===== src/rtl/gb_pkg.sv =====
// Shared encodings for the CPU register control bus: register addresses,
// write-source selects, pair selects and DMG post-boot register values.
`timescale 1ns/1ps
package gb_pkg;

  typedef enum logic [2:0] {
    REG_B  = 3'b000,
    REG_C  = 3'b001,
    REG_D  = 3'b010,
    REG_E  = 3'b011,
    REG_H  = 3'b100,
    REG_L  = 3'b101,
    MEM_HL = 3'b110,
    REG_A  = 3'b111
  } reg_addr_t;

  typedef enum logic [1:0] {
    SBUS  = 2'b00,
    ALU   = 2'b01,
    MEM   = 2'b10,
    DEBUG = 2'b11
  } src_sel_t;

  typedef enum logic [1:0] {
    PAIR_BC = 2'b00,
    PAIR_DE = 2'b01,
    PAIR_HL = 2'b10,
    PAIR_AF = 2'b11
  } pair_sel_t;

  // Register contents after the DMG boot ROM hands over
  localparam logic [7:0] BOOT_A = 8'h01;
  localparam logic [7:0] BOOT_F = 8'hB0;
  localparam logic [7:0] BOOT_B = 8'h00;
  localparam logic [7:0] BOOT_C = 8'h13;
  localparam logic [7:0] BOOT_D = 8'h00;
  localparam logic [7:0] BOOT_E = 8'hD8;
  localparam logic [7:0] BOOT_H = 8'h01;
  localparam logic [7:0] BOOT_L = 8'h4D;

  // Reset value of one register: boot value, or zero for a cold start
  function automatic logic [7:0] rst_val(input bit post_boot, input logic [7:0] boot);
    return post_boot ? boot : 8'h00;
  endfunction

endpackage


===== src/rtl/reg_src_mux.sv =====
// 4:1 selector for the 8-bit register write data.
`timescale 1ns/1ps
module reg_src_mux
  import gb_pkg::*;
(
  input  logic [1:0] sel,
  input  logic [7:0] sbus_data,
  input  logic [7:0] alu_data,
  input  logic [7:0] mem_data,
  input  logic [7:0] debug_data,
  output logic [7:0] wr_data
);

  // Pick the write source named by sel
  always_comb begin
    wr_data = 8'h00;
    case (sel)
      SBUS:    wr_data = sbus_data;
      ALU:     wr_data = alu_data;
      MEM:     wr_data = mem_data;
      DEBUG:   wr_data = debug_data;
      default: wr_data = 8'h00;
    endcase
  end

endmodule


===== src/rtl/reg_file.sv =====
// General-purpose register file: B C D E H L A plus flags, one read and
// one 8-bit write per cycle, pair writes, flag updates and HL stepping.
// Next-state values are built with the collision priority folded in, so
// the read path can forward them (write-first) without extra logic.
`timescale 1ns/1ps
module reg_file
  import gb_pkg::*;
#(
  parameter bit POST_BOOT = 1'b1
) (
  input  logic        clk,
  input  logic        rst,
  input  logic        reg_rd_en,
  input  logic [2:0]  reg_rd_addr,
  input  logic        reg_wr_en,
  input  logic [2:0]  reg_wr_addr,
  input  logic [1:0]  reg_src_sel,
  input  logic [7:0]  sbus_data,
  input  logic [7:0]  alu_data,
  input  logic [7:0]  mem_data,
  input  logic [7:0]  debug_data,
  input  logic        pair_wr_en,
  input  logic [1:0]  pair_sel,
  input  logic [15:0] pair_data,
  input  logic        flag_wr_en,
  input  logic [3:0]  flag_in,
  input  logic        hl_inc,
  input  logic        hl_dec,
  output logic [7:0]  rd_data,
  output logic        rd_valid,
  output logic [7:0]  a_out,
  output logic [7:0]  f_out,
  output logic [15:0] hl_out
);

  localparam logic [7:0] RST_A = rst_val(POST_BOOT, BOOT_A);
  localparam logic [7:0] RST_F = rst_val(POST_BOOT, BOOT_F);
  localparam logic [7:0] RST_B = rst_val(POST_BOOT, BOOT_B);
  localparam logic [7:0] RST_C = rst_val(POST_BOOT, BOOT_C);
  localparam logic [7:0] RST_D = rst_val(POST_BOOT, BOOT_D);
  localparam logic [7:0] RST_E = rst_val(POST_BOOT, BOOT_E);
  localparam logic [7:0] RST_H = rst_val(POST_BOOT, BOOT_H);
  localparam logic [7:0] RST_L = rst_val(POST_BOOT, BOOT_L);

  // Storage; only the upper flag nibble exists, the low nibble reads as 0
  logic [7:0]  b_r, c_r, d_r, e_r, h_r, l_r, a_r;
  logic [3:0]  f_r;

  logic [7:0]  wr_data_s;
  logic        wr_ok_s;
  logic        wr_b_s, wr_c_s, wr_d_s, wr_e_s, wr_h_s, wr_l_s, wr_a_s;
  logic        pair_bc_s, pair_de_s, pair_hl_s, pair_af_s;
  logic        hl_wr_s;
  logic [15:0] hl_cur_s, hl_step_s, hl_base_s;
  logic [7:0]  b_nx_s, c_nx_s, d_nx_s, e_nx_s, h_nx_s, l_nx_s, a_nx_s;
  logic [3:0]  f_nx_s;
  logic [7:0]  rd_nx_s;
  logic        unused_pair_lo_s;

  reg_src_mux u_src_mux (
    .sel        (reg_src_sel),
    .sbus_data  (sbus_data),
    .alu_data   (alu_data),
    .mem_data   (mem_data),
    .debug_data (debug_data),
    .wr_data    (wr_data_s)
  );

  // The (HL) slot is memory, not a register: such writes touch nothing here
  assign wr_ok_s = reg_wr_en && (reg_wr_addr != MEM_HL);
  assign wr_b_s  = wr_ok_s && (reg_wr_addr == REG_B);
  assign wr_c_s  = wr_ok_s && (reg_wr_addr == REG_C);
  assign wr_d_s  = wr_ok_s && (reg_wr_addr == REG_D);
  assign wr_e_s  = wr_ok_s && (reg_wr_addr == REG_E);
  assign wr_h_s  = wr_ok_s && (reg_wr_addr == REG_H);
  assign wr_l_s  = wr_ok_s && (reg_wr_addr == REG_L);
  assign wr_a_s  = wr_ok_s && (reg_wr_addr == REG_A);

  assign pair_bc_s = pair_wr_en && (pair_sel == PAIR_BC);
  assign pair_de_s = pair_wr_en && (pair_sel == PAIR_DE);
  assign pair_hl_s = pair_wr_en && (pair_sel == PAIR_HL);
  assign pair_af_s = pair_wr_en && (pair_sel == PAIR_AF);

  // Flag low nibble is hard-wired to zero, so these pair bits are dropped
  assign unused_pair_lo_s = ^pair_data[3:0];

  // Any explicit write into H or L takes HL away from the inc/dec logic
  assign hl_wr_s  = wr_h_s || wr_l_s || pair_hl_s;
  assign hl_cur_s = {h_r, l_r};

  // 16-bit modulo step of HL; inc and dec together cancel out
  always_comb begin
    hl_step_s = hl_cur_s;
    case ({hl_inc, hl_dec})
      2'b10:   hl_step_s = hl_cur_s + 16'd1;
      2'b01:   hl_step_s = hl_cur_s - 16'd1;
      default: hl_step_s = hl_cur_s;
    endcase
  end

  assign hl_base_s = hl_wr_s ? hl_cur_s : hl_step_s;

  // Next values, highest priority source outermost: pair > 8-bit > flag/HL step
  assign b_nx_s = pair_bc_s ? pair_data[15:8] : (wr_b_s ? wr_data_s : b_r);
  assign c_nx_s = pair_bc_s ? pair_data[7:0]  : (wr_c_s ? wr_data_s : c_r);
  assign d_nx_s = pair_de_s ? pair_data[15:8] : (wr_d_s ? wr_data_s : d_r);
  assign e_nx_s = pair_de_s ? pair_data[7:0]  : (wr_e_s ? wr_data_s : e_r);
  assign h_nx_s = pair_hl_s ? pair_data[15:8] : (wr_h_s ? wr_data_s : hl_base_s[15:8]);
  assign l_nx_s = pair_hl_s ? pair_data[7:0]  : (wr_l_s ? wr_data_s : hl_base_s[7:0]);
  assign a_nx_s = pair_af_s ? pair_data[15:8] : (wr_a_s ? wr_data_s : a_r);
  assign f_nx_s = pair_af_s ? pair_data[7:4]  : (flag_wr_en ? flag_in : f_r);

  // Read mux over next-state values gives write-first forwarding
  always_comb begin
    rd_nx_s = 8'h00;
    case (reg_rd_addr)
      REG_B:   rd_nx_s = b_nx_s;
      REG_C:   rd_nx_s = c_nx_s;
      REG_D:   rd_nx_s = d_nx_s;
      REG_E:   rd_nx_s = e_nx_s;
      REG_H:   rd_nx_s = h_nx_s;
      REG_L:   rd_nx_s = l_nx_s;
      REG_A:   rd_nx_s = a_nx_s;
      MEM_HL:  rd_nx_s = 8'h00;
      default: rd_nx_s = 8'h00;
    endcase
  end

  // Register storage update
  always_ff @(posedge clk) begin
    if (rst) begin
      b_r <= RST_B;
      c_r <= RST_C;
      d_r <= RST_D;
      e_r <= RST_E;
      h_r <= RST_H;
      l_r <= RST_L;
      a_r <= RST_A;
      f_r <= RST_F[7:4];
    end else begin
      b_r <= b_nx_s;
      c_r <= c_nx_s;
      d_r <= d_nx_s;
      e_r <= e_nx_s;
      h_r <= h_nx_s;
      l_r <= l_nx_s;
      a_r <= a_nx_s;
      f_r <= f_nx_s;
    end
  end

  // Registered read port; data holds while no read is requested
  always_ff @(posedge clk) begin
    if (rst) begin
      rd_data  <= 8'h00;
      rd_valid <= 1'b0;
    end else begin
      rd_valid <= reg_rd_en;
      if (reg_rd_en) begin
        rd_data <= rd_nx_s;
      end else begin
        rd_data <= rd_data;
      end
    end
  end

  assign a_out  = a_r;
  assign f_out  = {f_r, 4'h0};
  assign hl_out = {h_r, l_r};

endmodule


===== config.mk =====
export PLATFORM = sky130hd
export DESIGN_NAME = reg_file
export DESIGN_NICKNAME = d
export VERILOG_FILES = /design/src/rtl/gb_pkg.sv /design/src/rtl/reg_src_mux.sv /design/src/rtl/reg_file.sv
export SDC_FILE = /design/constraint.sdc
export NUM_CORES = 1
export LEC_CHECK = 0
export CORE_MARGIN = 2
export CORE_UTILIZATION = 40
export CTS_CLUSTER_DIAMETER = 80
export DETAILED_ROUTE_END_ITERATION = 10
export PLACE_DENSITY = 0.65
export SKIP_LAST_GASP = 1
export SLEW_MARGIN = 10
export SYNTH_ARGS = -nofsm -noshare
export SYNTH_HDL_FRONTEND = slang
export SYNTH_HIERARCHICAL = 1
export SYNTH_SLANG_ARGS = --single-unit

===== constraint.sdc =====
create_clock -name clk -period 3.8 [get_ports clk]
set_input_delay 0.76 -clock clk [delete_from_list [all_inputs] [get_ports clk]]
set_output_delay 0.76 -clock clk [all_outputs]
set_load 0.02 [all_outputs]

# Yosys cells after proc, flatten, opt, wreduce, memory -nomap -nowiden
# Index checks and enable logic that the tools add are counted.
# word_totals
out_inout_bits	41
wordCells	73
regBits	69
# op_classes
n_mux	20
addsub	2
n_reduce_logical	19
eq_ne	22
# op_table
op	count
$mux 8	14
$pmux 8 s8	1
$pmux 16 s2	1
$pmux 8 s4	1
$eq 3x3->1 const B	7
$add 16x1->16 const B	1
$mux 16	1
$sub 16x1->16 const B	1
$eq 3x2->1 const B	4
$logic_and 1x1->1	12
$eq 2x2->1 const B	5
$mux 4	2
$eq 2x1->1 const B	3
$eq 3x1->1 const B	2
$logic_not 3->1	2
$logic_not 2->1	2
$ne 3x3->1 const B	1
$logic_or 1x1->1	2
$reduce_bool 2->1	1

# Longest topological paths before layout
# Gate-level depths: netlist of the first run.
# depth
ltp_word	9
mapped_depth	15

# Hierarchy
# The synthesis of the first run kept the hierarchy.
# by_module_without_submodules
module	area_per_inst_um2	instances	cells_each
reg_file	4947.2	1	659
reg_src_mux	196.4	1	10

# Worst setup path after synthesis of the first run
# OpenSTA, ideal clock, no wires.
# synth_path
path_kind	in2reg
startpoint	in hl_inc
endpoint	reg h_r[0]
n_path_buf	3
required_time_ps	3730
setup_ps	70
arrival_time_ps	3467
setup_slack_ps	262
path_stages	15
path_cell_list	inv_1 -> ha_1 -> buf_4 -> buf_4 -> buf_2 -> xor2_1 -> ha_1 -> nand2b_1 -> o32a_1 -> a21o_1 -> o211a_1 -> a21oi_1 -> nand2_1 -> mux2_1 -> o21bai_1
# synth_via
elab_chain_len	5
word_cells_on_any_way	6
cone_classes	eq/ne (2); mux (4)
# synth_rtl
item	line	source
start: declaration	reg_file.sv:27	input logic hl_inc,
$eq 2x1->1 or $eq 2x2->1 (tied branches)	reg_file.sv:94	case ({hl_inc, hl_dec})
$pmux 16 s2 *	reg_file.sv:94	
$mux 16 *	reg_file.sv:101	assign hl_base_s = hl_wr_s ? hl_cur_s : hl_step_s;
$mux 8 * (2 in a row)	reg_file.sv:108	assign h_nx_s = pair_hl_s ? pair_data[15:8] : (wr_h_s ? wr_data_s : hl_base_s[15:8]);
end signal: assignment	reg_file.sv:145	h_r <= h_nx_s;
end: declaration	reg_file.sv:46	logic [7:0] b_r, c_r, d_r, e_r, h_r, l_r, a_r;
# Every way passes the cells marked *; elsewhere a longest branch is shown, timed or not.
# A chain may end at the register's enable or synchronous reset.

# Worst setup path in the final report of the first run
# layout_path
startpoint	in hl_inc
endpoint	reg h_r[2]
# Same word-level chain as after synthesis.

==> impl_metrics.csv, run 1 <==
group,metric,value,unit
worst_setup_path,worst_path_max_delay_cell,"clkdlybuf4s50_1",
power,p_total,2630,µW
yosys,synth-seq-cells,69,
clocking,cts_tree,"done",
floorplanning,rows,41,
clocking,htreeDepth,3,
cells_and_area,area_growth,30.5,%
yosys,synth_cell_types,79,
drt,drt_iter0_markers,650,
sta,setup_tns,0,ns
cells_and_area,diodes,0,
clocking,ctsHoldBuffers,0,
global_routing,first_global_vias,5363,
sta,fmax,0.293,GHz
clocking,clock_latency,0.34,ns
drt,via_per_inst,5.97,
clocking,cts_buffers,9,
clocking,cts-resized-gates,0,
yosys,seq_area_frac_synth,26.9,%
yosys,syn_area,5140,µm²
clocking,clock_path_buffers,2,
global_routing,grt_overflow_total,0,
global_routing,globalRouteTotalUtil,26.7,%
yosys,synth_edf_count,0,
sta,drv_slew,0,
cells_and_area,layout-drive-gt1-share,9.15,%
placement,place.port_buffers,106,
drt,wl_per_cell,19.8,µm
power,p_leak,0.00261,µW
drt,num_vias,5524,
placement,dp_hpwl,13.6,mm
worst_setup_path,required,4.06,ns
yosys,async_flop_share,0,%
flow_run,drv_cap,0,
clocking,cts_root_buffer,"clkbuf_16",
clocking,cts_setup_buffers,0,
clocking,cts.clk_slew.worst_paths,0.06,ns
sta,finClkSkew,0.00669,ns
floorplanning,core_area,12600,µm²
clocking,clock_sinks,69,
floorplanning,ios,111,
floorplanning,start_util,40.9,%
sta,setup_viol,0,
floorplanning,die_area,13800,µm²
outcome,status,"complete, no violations",
worst_hold_path,hold_path_class,"reg -> reg",
yosys,synth_ff_type,"dfxtp_1",
cells_and_area,num-fill-cells,1170,
power,peakVddDrop,0.200,mV
power,power.density,392,nW/µm²
global_routing,grt_pass1_wl,29.3,mm
yosys,syn_inst,669,
worst_setup_path,cpPeakStageDelay,0.46,ns
sta,worst_slew_pin_slew,0.879,ns
yosys,avgSynthCellArea,7.69,µm²
drt,dr.pass1.iters,5,
sta,maxSlewHeadroom,41.4,%
cells_and_area,nets,822,
worst_setup_path,arrival,3.68,ns
floorplanning,die_w,117,µm
sta,min_period_over_period,89.8,%
placement,gp_congestion,0.903,
worst_setup_path,path_cells,"clkdlybuf4s50_1 > inv_1 > ha_1 > xor2_1 > ha_1 > nand2b_1 > o32a_1 > a21o_1 > a21oi_1 > mux2i_1 > nor3_1 > o211ai_1 > a21oi_1",
worst_setup_path,path_class,"in -> reg",
global_routing,antenna_found_initial,0,
drt,drt_wl_total,18.3,mm
drt,ant_nets,0,
worst_setup_path,cp-start-kind,"input pin",
worst_setup_path,crit_path_max_fanout,5,
sta,rsz0062_at_grt,"no",
floorplanning,fp.dieH,117,µm
sta,hold_viol_final,0,
worst_setup_path,worstSetupEndpointType,"flip-flop",
global_routing,grt_max_degree,47,
yosys,synth_warnings,6,
drt,drc,0,
sta,min_period,3.41,ns
sequential cells by signal, indices dropped and copies added, names as in the netlist:
register,cells
a_out,8
b_r,8
c_r,8
d_r,8
e_r,8
f_r,4
h_r,8
l_r,8
rd_data,8
rd_valid,1
where the power goes:
part	internal [µW]	total (µW)	switching [µW]
Sequential	780	865	84.8
Clock	695	1010	318
Combinational	342	752	410
metrics by stage:
stage / cell area [µm²] / utilization, % / setup slack [ns] / cells / hold slack [ns]
after floorplan: 5150 / - / 0.262 / 672 / 0.530
final: 6710 / 53.4 / 0.389 / 926 / 0.502
after detailed placement: 6350 / 50.5 / 0.0799 / 910 / 0.492
after global placement: 6350 / 50.5 / 0.176 / 910 / 0.504
after CTS: 6710 / 53.4 / 0.423 / 926 / 0.504
after global routing: 6710 / 53.4 / 0.124 / 926 / 0.556
layer usage:
| layer | wire length (µm) | global-route usage, % |
|---|---|---|
| met3 | 1390 | 4.04 |
| met5 | 0 | 0 |
| met1 | 7660 | 34.5 |
| met4 | 459 | 10.4 |
| met2 | 8800 | 44.6 |
logic make-up after synthesis:
group                    Yosys count  synth area share, %
XOR/XNOR                          16                 2.72
other                              1               0.0729
multiplexers                      70                 15.6
flip-flops                        69                 26.9
AO/OA/AOI/OAI                    183                 23.9
AND/OR/NAND/NOR                  256                 23.9
adder cells (fa/ha/maj)            3                0.730
buffers and inverters             71                 6.23
worst max-delay path: cells and delay by family:
family / cells / cell delay [ns]
AO/OA/AOI/OAI: 5 / 1.18
XOR/XNOR: 1 / 0.17
adder cells (fa/ha/maj): 2 / 0.50
buffers and inverters: 2 / 0.52
multiplexers: 1 / 0.12
AND/OR/NAND/NOR: 2 / 0.42
layout by cell type, fill, tap and decap left out, types with 4 or more instances in the layout:
cell	count
dfxtp_1	69
or3_1	5
mux2i_1	59
a31oi_1	7
o21ai_0	46
conb_1	4
o21bai_1	4
nor2b_1	6
a211oi_1	6
nand2b_1	18
or2_2	4
nor2_1	94
xnor2_1	9
buf_4	24
o211ai_1	9
a21oi_1	45
o22ai_1	7
nand3_1	18
mux4_2	8
nand2_1	65
clkdlybuf4s50_1	105
nand3b_1	5
xor2_1	7
clkbuf_16	9
nor3_1	12
inv_1	4
a211o_1	8
cell usage after synthesis, drive strengths merged, types with 6 or more instances:
library cell	count	share of area, %
xnor2	9	1.5
o211ai	9	1.3
a211o	8	1.4
nand3	18	1.8
inv	6	0.44
nand2b	18	2.2
o22ai	7	0.85
xor2	7	1.2
mux4	8	3.5
o21ai	47	4.6
nor2b	6	0.73
a211oi	7	1.3
buf	23	2.7
a21oi	46	4.5
mux2i	59	11
nor2	94	6.9
a31oi	7	0.85
nor3	12	1.2
clkbuf	42	3.1
dfxtp	69	27
nand2	65	4.7
worst paths after layout:
| path | slack (ns) | cells after the start | to | startpoint |
|---|---|---|---|---|
| min reg2reg | 0.50 | 2 | rd_data[0] | rd_data[0] |
| max | 0.39 | 13 | h_r[2] | hl_inc |
| max reg2reg | 0.97 | 10 | h_r[2] | l_r[1] |
| min | 0.50 | 2 | rd_data[0] | rd_data[0] |
layout make-up:
cell class              instances  area, µm²  area share, %
multi-input cells             532       3480           51.8
flip-flops and latches         69       1380           20.6
repair buffers                131       1260           18.7
clock buffers                  13        270           4.03
well taps                     172        215           3.21
clock inverters                 3       90.1           1.34
inverters                       6       22.5          0.336
Power figures use the tool's default switching activity.
==> run 2: changes to the inputs <==
--- a/config.mk
+++ b/config.mk
@@ -9,7 +9,7 @@
 export CORE_UTILIZATION = 40
 export CTS_CLUSTER_DIAMETER = 80
 export DETAILED_ROUTE_END_ITERATION = 10
-export PLACE_DENSITY = 0.65
+export PLACE_DENSITY = 0.71
 export SKIP_LAST_GASP = 1
 export SLEW_MARGIN = 10
 export SYNTH_ARGS = -nofsm -noshare
==> run 2 against run 1 <==
Non-clock buffer count is 2 higher. Highest routed layer unchanged. First-iteration DRC count is 16% lower. Fmax is 2.0% higher.
==> impl_metrics.csv, run 2 (synthesized netlist as in run 1, its figures left out) <==
group,metric,value,unit
placement,dp_hpwl,12.8,mm
global_routing,grt_max_degree,44,
clocking,cts_tree,"done",
drt,dr.pass1.iters,5,
global_routing,globalRouteTotalUtil,24.5,%
cells_and_area,regArea,1380,µm²
sta,timing.final.ws_setup,0.455,ns
sta,min_period_over_period,88.0,%
cells_and_area,num-fill-cells,1156,
clocking,cts_root_buffer,"clkbuf_16",
clocking,clock_sinks,69,
worst_setup_path,path_cells,"clkdlybuf4s50_1 > inv_1 > ha_1 > xor2_1 > ha_1 > nand2b_1 > o32a_1 > a21o_1 > o211a_1 > a21oi_1 > mux2i_1 > o311ai_1 > a21oi_1",
sta,worst_slew_pin_slew,0.752,ns
placement,place.port_buffers,106,
cells_and_area,layout-drive-gt1-share,9.01,%
drt,wl_per_cell,18.5,µm
clocking,clock_latency,0.34,ns
worst_setup_path,crit_path_max_fanout,5,
worst_setup_path,path_class,"in -> reg",
sta,rsz0062_at_grt,"no",
worst_setup_path,cpPeakStageDelay,0.45,ns
clocking,ctsHoldBuffers,0,
sta,setup_viol,0,
clocking,cts.clk_slew.worst_paths,0.05,ns
cells_and_area,final_cell_mix,"clkdlybuf4s50_1, nor2_1, dfxtp_1",
outcome,status,"complete, no violations",
drt,wl_met1,7.48,mm
worst_setup_path,worst_path_max_delay_cell,"clkdlybuf4s50_1",
flow_run,drv_cap,0,
cells_and_area,multi_input_comb_area,3480,µm²
placement,place_area,6370,µm²
global_routing,grt_overflow_total,0,
sta,min_period,3.35,ns
floorplanning,rows,41,
worst_setup_path,cp-start-kind,"input pin",
drt,num_vias,5541,
floorplanning,fp.dieH,117,µm
cells_and_area,final_area,6630,µm²
drt,top_layer_used,"met4",
floorplanning,core_area,12600,µm²
sta,setup_tns,0,ns
worst_setup_path,path_buf_inv,2,
clocking,htreeDepth,3,
power,p_total,2360,µW
drt,drt_iter0_markers,548,
cells_and_area,nets,824,
drt,wl_met3,1.37,mm
sta,maxSlewHeadroom,49.7,%
cells_and_area,mostFrequentLayoutCell,"clkdlybuf4s50_1",
clocking,cts-resized-gates,0,
drt,drt_wl_total,17.1,mm
clocking,cts_buffers,9,
drt,drc,0,
floorplanning,die_area,13800,µm²
global_routing,antenna_found_initial,0,
global_routing,grt_pass1_wl,27.6,mm
sta,drv_slew,0,
placement,place_ws,0.114,ns
power,p_leak,0.00258,µW
worst_setup_path,worstSetupEndpointType,"flip-flop",
drt,ant_nets,0,
worst_setup_path,critPathTopFamily,"compound AO/OA/AOI/OAI gates",
placement,gp_congestion,0.970,
sta,fmax,0.299,GHz
floorplanning,die_w,117,µm
worst_setup_path,required,3.99,ns
clocking,clock_path_buffers,2,
cells_and_area,post-route-util,52.7,%
cells_and_area,area_growth,28.8,%
drt,route.met2.wl,7.90,mm
sta,finClkSkew,0.00473,ns
power,peakVddDrop,0.262,mV
sta,hold_viol_final,0,
floorplanning,ios,111,
floorplanning,start_util,40.9,%
global_routing,first_global_vias,5372,
clocking,cts_setup_buffers,0,
drt,via_per_inst,5.98,
cells_and_area,diodes,0,
worst_setup_path,arrival,3.53,ns
worst_hold_path,hold_path_class,"reg -> reg",
power,power.density,356,nW/µm²
## run 2: cell count changes in the layout (fill, tap and decap cells not counted)
cell       delta
buf_4         +2
bufinv_16     -3
clkbuf_1      +2
clkbuf_8      -2
clkinv_2      +2
## run 2: path summary, 6_finish.rpt
check / startpoint / end / cells past startpoint / slack, ns
hold / removal: rd_data[0] / rd_data[0] / 2 / 0.55
hold reg to reg: rd_data[0] / rd_data[0] / 2 / 0.55
setup reg to reg: l_r[1] / rd_data[0] / 10 / 1.07
setup / recovery: hl_inc / rd_data[0] / 13 / 0.45
## run 2: report_power, final
| part | internal [µW] | switching, µW |
|---|---|---|
| Sequential | 781 | 82.8 |
| Combinational | 342 | 398 |
| Clock | 454 | 301 |
| Total | 1580 | 782 |
## run 2: final cells by class
cell class / instances / area share [%]
multi-input cells: 532 / 52.5
flip-flops and latches: 69 / 20.8
repair buffers: 133 / 19.2
clock buffers: 13 / 3.78
well taps: 172 / 3.25
inverters: 6 / 0.340
clock inverters: 2 / 0.151
## run 2: tightest hold or removal path, cell delays in order, from the launching register on
cell and delay [ns]:
dfxtp_1 0.35, nand2_1 0.08, a21oi_1 0.06
## run 2: per-layer routing
metal	global-route usage (%)	vias to the layer above
met5	0	-
met4	8.06	0
met3	5.40	37
met2	39.4	260
met1	32.8	2653
li1	-	2591
## run 2: metrics by stage
stage / std cells / hold WS (ns)
5_1_grt: 927 / 0.592
3_5_place_dp: 912 / 0.502
3_3_place_gp: 912 / 0.505
2_1_floorplan: 672 / 0.530
4_1_cts: 927 / 0.522
6_report: 927 / 0.550
==> run 3: changes to the inputs <==
--- a/config.mk
+++ b/config.mk
@@ -5,11 +5,12 @@
 export SDC_FILE = /design/constraint.sdc
 export NUM_CORES = 1
 export LEC_CHECK = 0
+export CAP_MARGIN = 20
 export CORE_MARGIN = 2
-export CORE_UTILIZATION = 40
+export CORE_UTILIZATION = 35
 export CTS_CLUSTER_DIAMETER = 80
 export DETAILED_ROUTE_END_ITERATION = 10
-export PLACE_DENSITY = 0.71
+export PLACE_DENSITY = 0.65
 export SKIP_LAST_GASP = 1
 export SLEW_MARGIN = 10
 export SYNTH_ARGS = -nofsm -noshare
==> run 3 against run 2 <==
Critical path depth did not move. Non-clock buffer count increased by 1. Routed wire length grew 4.4%. Sequential share of layout area down 0.14 points. Worst hold slack got worse by 0.0099 ns. Worst setup slack got worse by 0.056 ns. First-iteration DRC count shrank 14%. Global-route usage down 1.9 points. Die area grew 14%. Largest power group unchanged.
==> impl_metrics.csv, run 3 (synthesized netlist as in run 1, its figures left out) <==
group,metric,value,unit
outcome,status,"complete, no violations",
sta,min_period,3.40,ns
drt,drt_wl_total,17.9,mm
drt,ant_nets,0,
global_routing,grt_overflow_total,0,
power,p_leak,0.00259,µW
cells_and_area,fin_cells,939,
sta,hold_viol_final,0,
power,power.density,364,nW/µm²
clocking,clock_sinks,69,
worst_setup_path,timing.rr.start,"l_r[1]",
drt,wl_per_cell,19.1,µm
sta,rsz0062_at_grt,"no",
placement,gp_congestion,0.939,
floorplanning,start_util,35.7,%
worst_setup_path,worstSetupEndpointType,"flip-flop",
sta,min_period_over_period,89.5,%
cells_and_area,mostFrequentLayoutCell,"clkdlybuf4s50_1",
sta,finClkSkew,0.00685,ns
clocking,clock_path_buffers,2,
worst_setup_path,setup.worst_path.end,"rd_data[2]",
flow_run,drv_cap,0,
clocking,cts_setup_buffers,0,
worst_setup_path,cp-start-kind,"input pin",
clocking,cts_buffers,9,
drt,drt_iter0_markers,471,
clocking,clock_latency,0.33,ns
global_routing,antenna_found_initial,0,
sta,maxSlewHeadroom,56.0,%
placement,place.port_buffers,106,
worst_setup_path,r2r_end,"rd_data[2]",
worst_setup_path,crit_path_max_fanout,5,
drt,num_vias,5450,
floorplanning,die_w,125,µm
cells_and_area,diodes,0,
cells_and_area,layout-drive-gt1-share,9.14,%
clocking,ctsHoldBuffers,0,
worst_setup_path,required,4.05,ns
sta,fmax,0.294,GHz
floorplanning,core_area,14400,µm²
power,peakVddDrop,0.233,mV
sta,setup_tns,0,ns
cells_and_area,area_growth,29.7,%
drt,drc,0,
drt,via_per_inst,5.80,
clocking,cts_tree,"done",
worst_hold_path,hold_path_class,"reg -> reg",
worst_setup_path,cp-startpoint,"hl_inc",
floorplanning,fp.dieH,125,µm
sta,setup_viol,0,
global_routing,globalRouteTotalUtil,22.7,%
floorplanning,die_area,15700,µm²
placement,dp.cells,925,
clocking,cts_root_buffer,"clkbuf_16",
cells_and_area,nets,825,
worst_setup_path,rrSetupSlack,1.02,ns
cells_and_area,final_cell_mix,"clkdlybuf4s50_1, nor2_1, dfxtp_1",
global_routing,grt_max_degree,44,
sta,worst_slew_pin_slew,0.658,ns
clocking,htreeDepth,3,
worst_setup_path,r2r_cells,10,
global_routing,grt_pass1_wl,28.9,mm
worst_setup_path,path_class,"in -> reg",
floorplanning,rows,44,
drt,dr.pass1.iters,6,
sta,drv_slew,0,
worst_setup_path,arrival,3.65,ns
clocking,cts-resized-gates,0,
floorplanning,ios,111,
clocking,cts.clk_slew.worst_paths,0.05,ns
sta,hold_ws,0.540,ns
placement,dp_hpwl,13.5,mm
global_routing,first_global_vias,5409,
==> run 3: final cells by class <==
class                      instances  area [µm²]
fill                            1466        7750
clock inverter                     2        35.0
sequential                        69        1380
timing repair buffer             134        1280
multi-input combinational        532        3480
inverter                           6        22.5
clock buffer                      12         246
tap                              184         230
==> run 3: where the power goes <==
group / leakage, µW / internal (µW) / total [µW] / switching [µW]
Sequential: 0.000567 / 781 / 865 / 84.4
Combinational: 0.00189 / 344 / 747 / 403
Clock: 0.000139 / 518 / 818 / 300
Total: 0.00259 / 1640 / 2430 / 788
==> run 3: critical path, stage by stage <==
cell,delay [ns]
clkdlybuf4s50_1,0.45
inv_1,0.05
ha_1,0.25
xor2_1,0.17
ha_1,0.26
nand2b_1,0.10
o32a_1,0.35
a21o_1,0.21
a21oi_1,0.27
mux2i_1,0.12
nor3_1,0.33
o2111ai_1,0.17
a31oi_1,0.15
==> run 3: how the worst min path moves through the flow <==
| stage | to | cells past startpoint | start | slack [ns] |
|---|---|---|---|---|
| finish | rd_data[0] | 2 | rd_data[0] | 0.54 |
| global route | rd_data[0] | 2 | rd_data[0] | 0.56 |
| CTS | rd_data[0] | 2 | rd_data[0] | 0.53 |
| detailed placement | rd_data[0] | 2 | rd_data[0] | 0.52 |
| global placement | rd_data[0] | 2 | rd_data[0] | 0.52 |
| floorplan | rd_data[0] | 2 | rd_data[0] | 0.53 |
==> run 3: through the flow <==
stage          worst slack [ns]  area (µm²)  util (%)  total power [µW]
4_1_cts                   0.445        6670      46.3              2430
2_1_floorplan             0.262        5150         -              1320
3_5_place_dp              0.104        6390      44.3              1610
3_3_place_gp              0.187        6390      44.3              1600
5_1_grt                   0.157        6670      46.3              2540
6_report                  0.399        6670      46.3              2430
==> run 3: routing by layer <==
metal | vias up | global-route usage [%] | wire length, µm
met5 | - | 0 | 0
met4 | 0 | 6.34 | 357
met3 | 31 | 4.41 | 1320
met2 | 244 | 36.6 | 8360
met1 | 2584 | 30.9 | 7860
li1 | 2591 | - | -
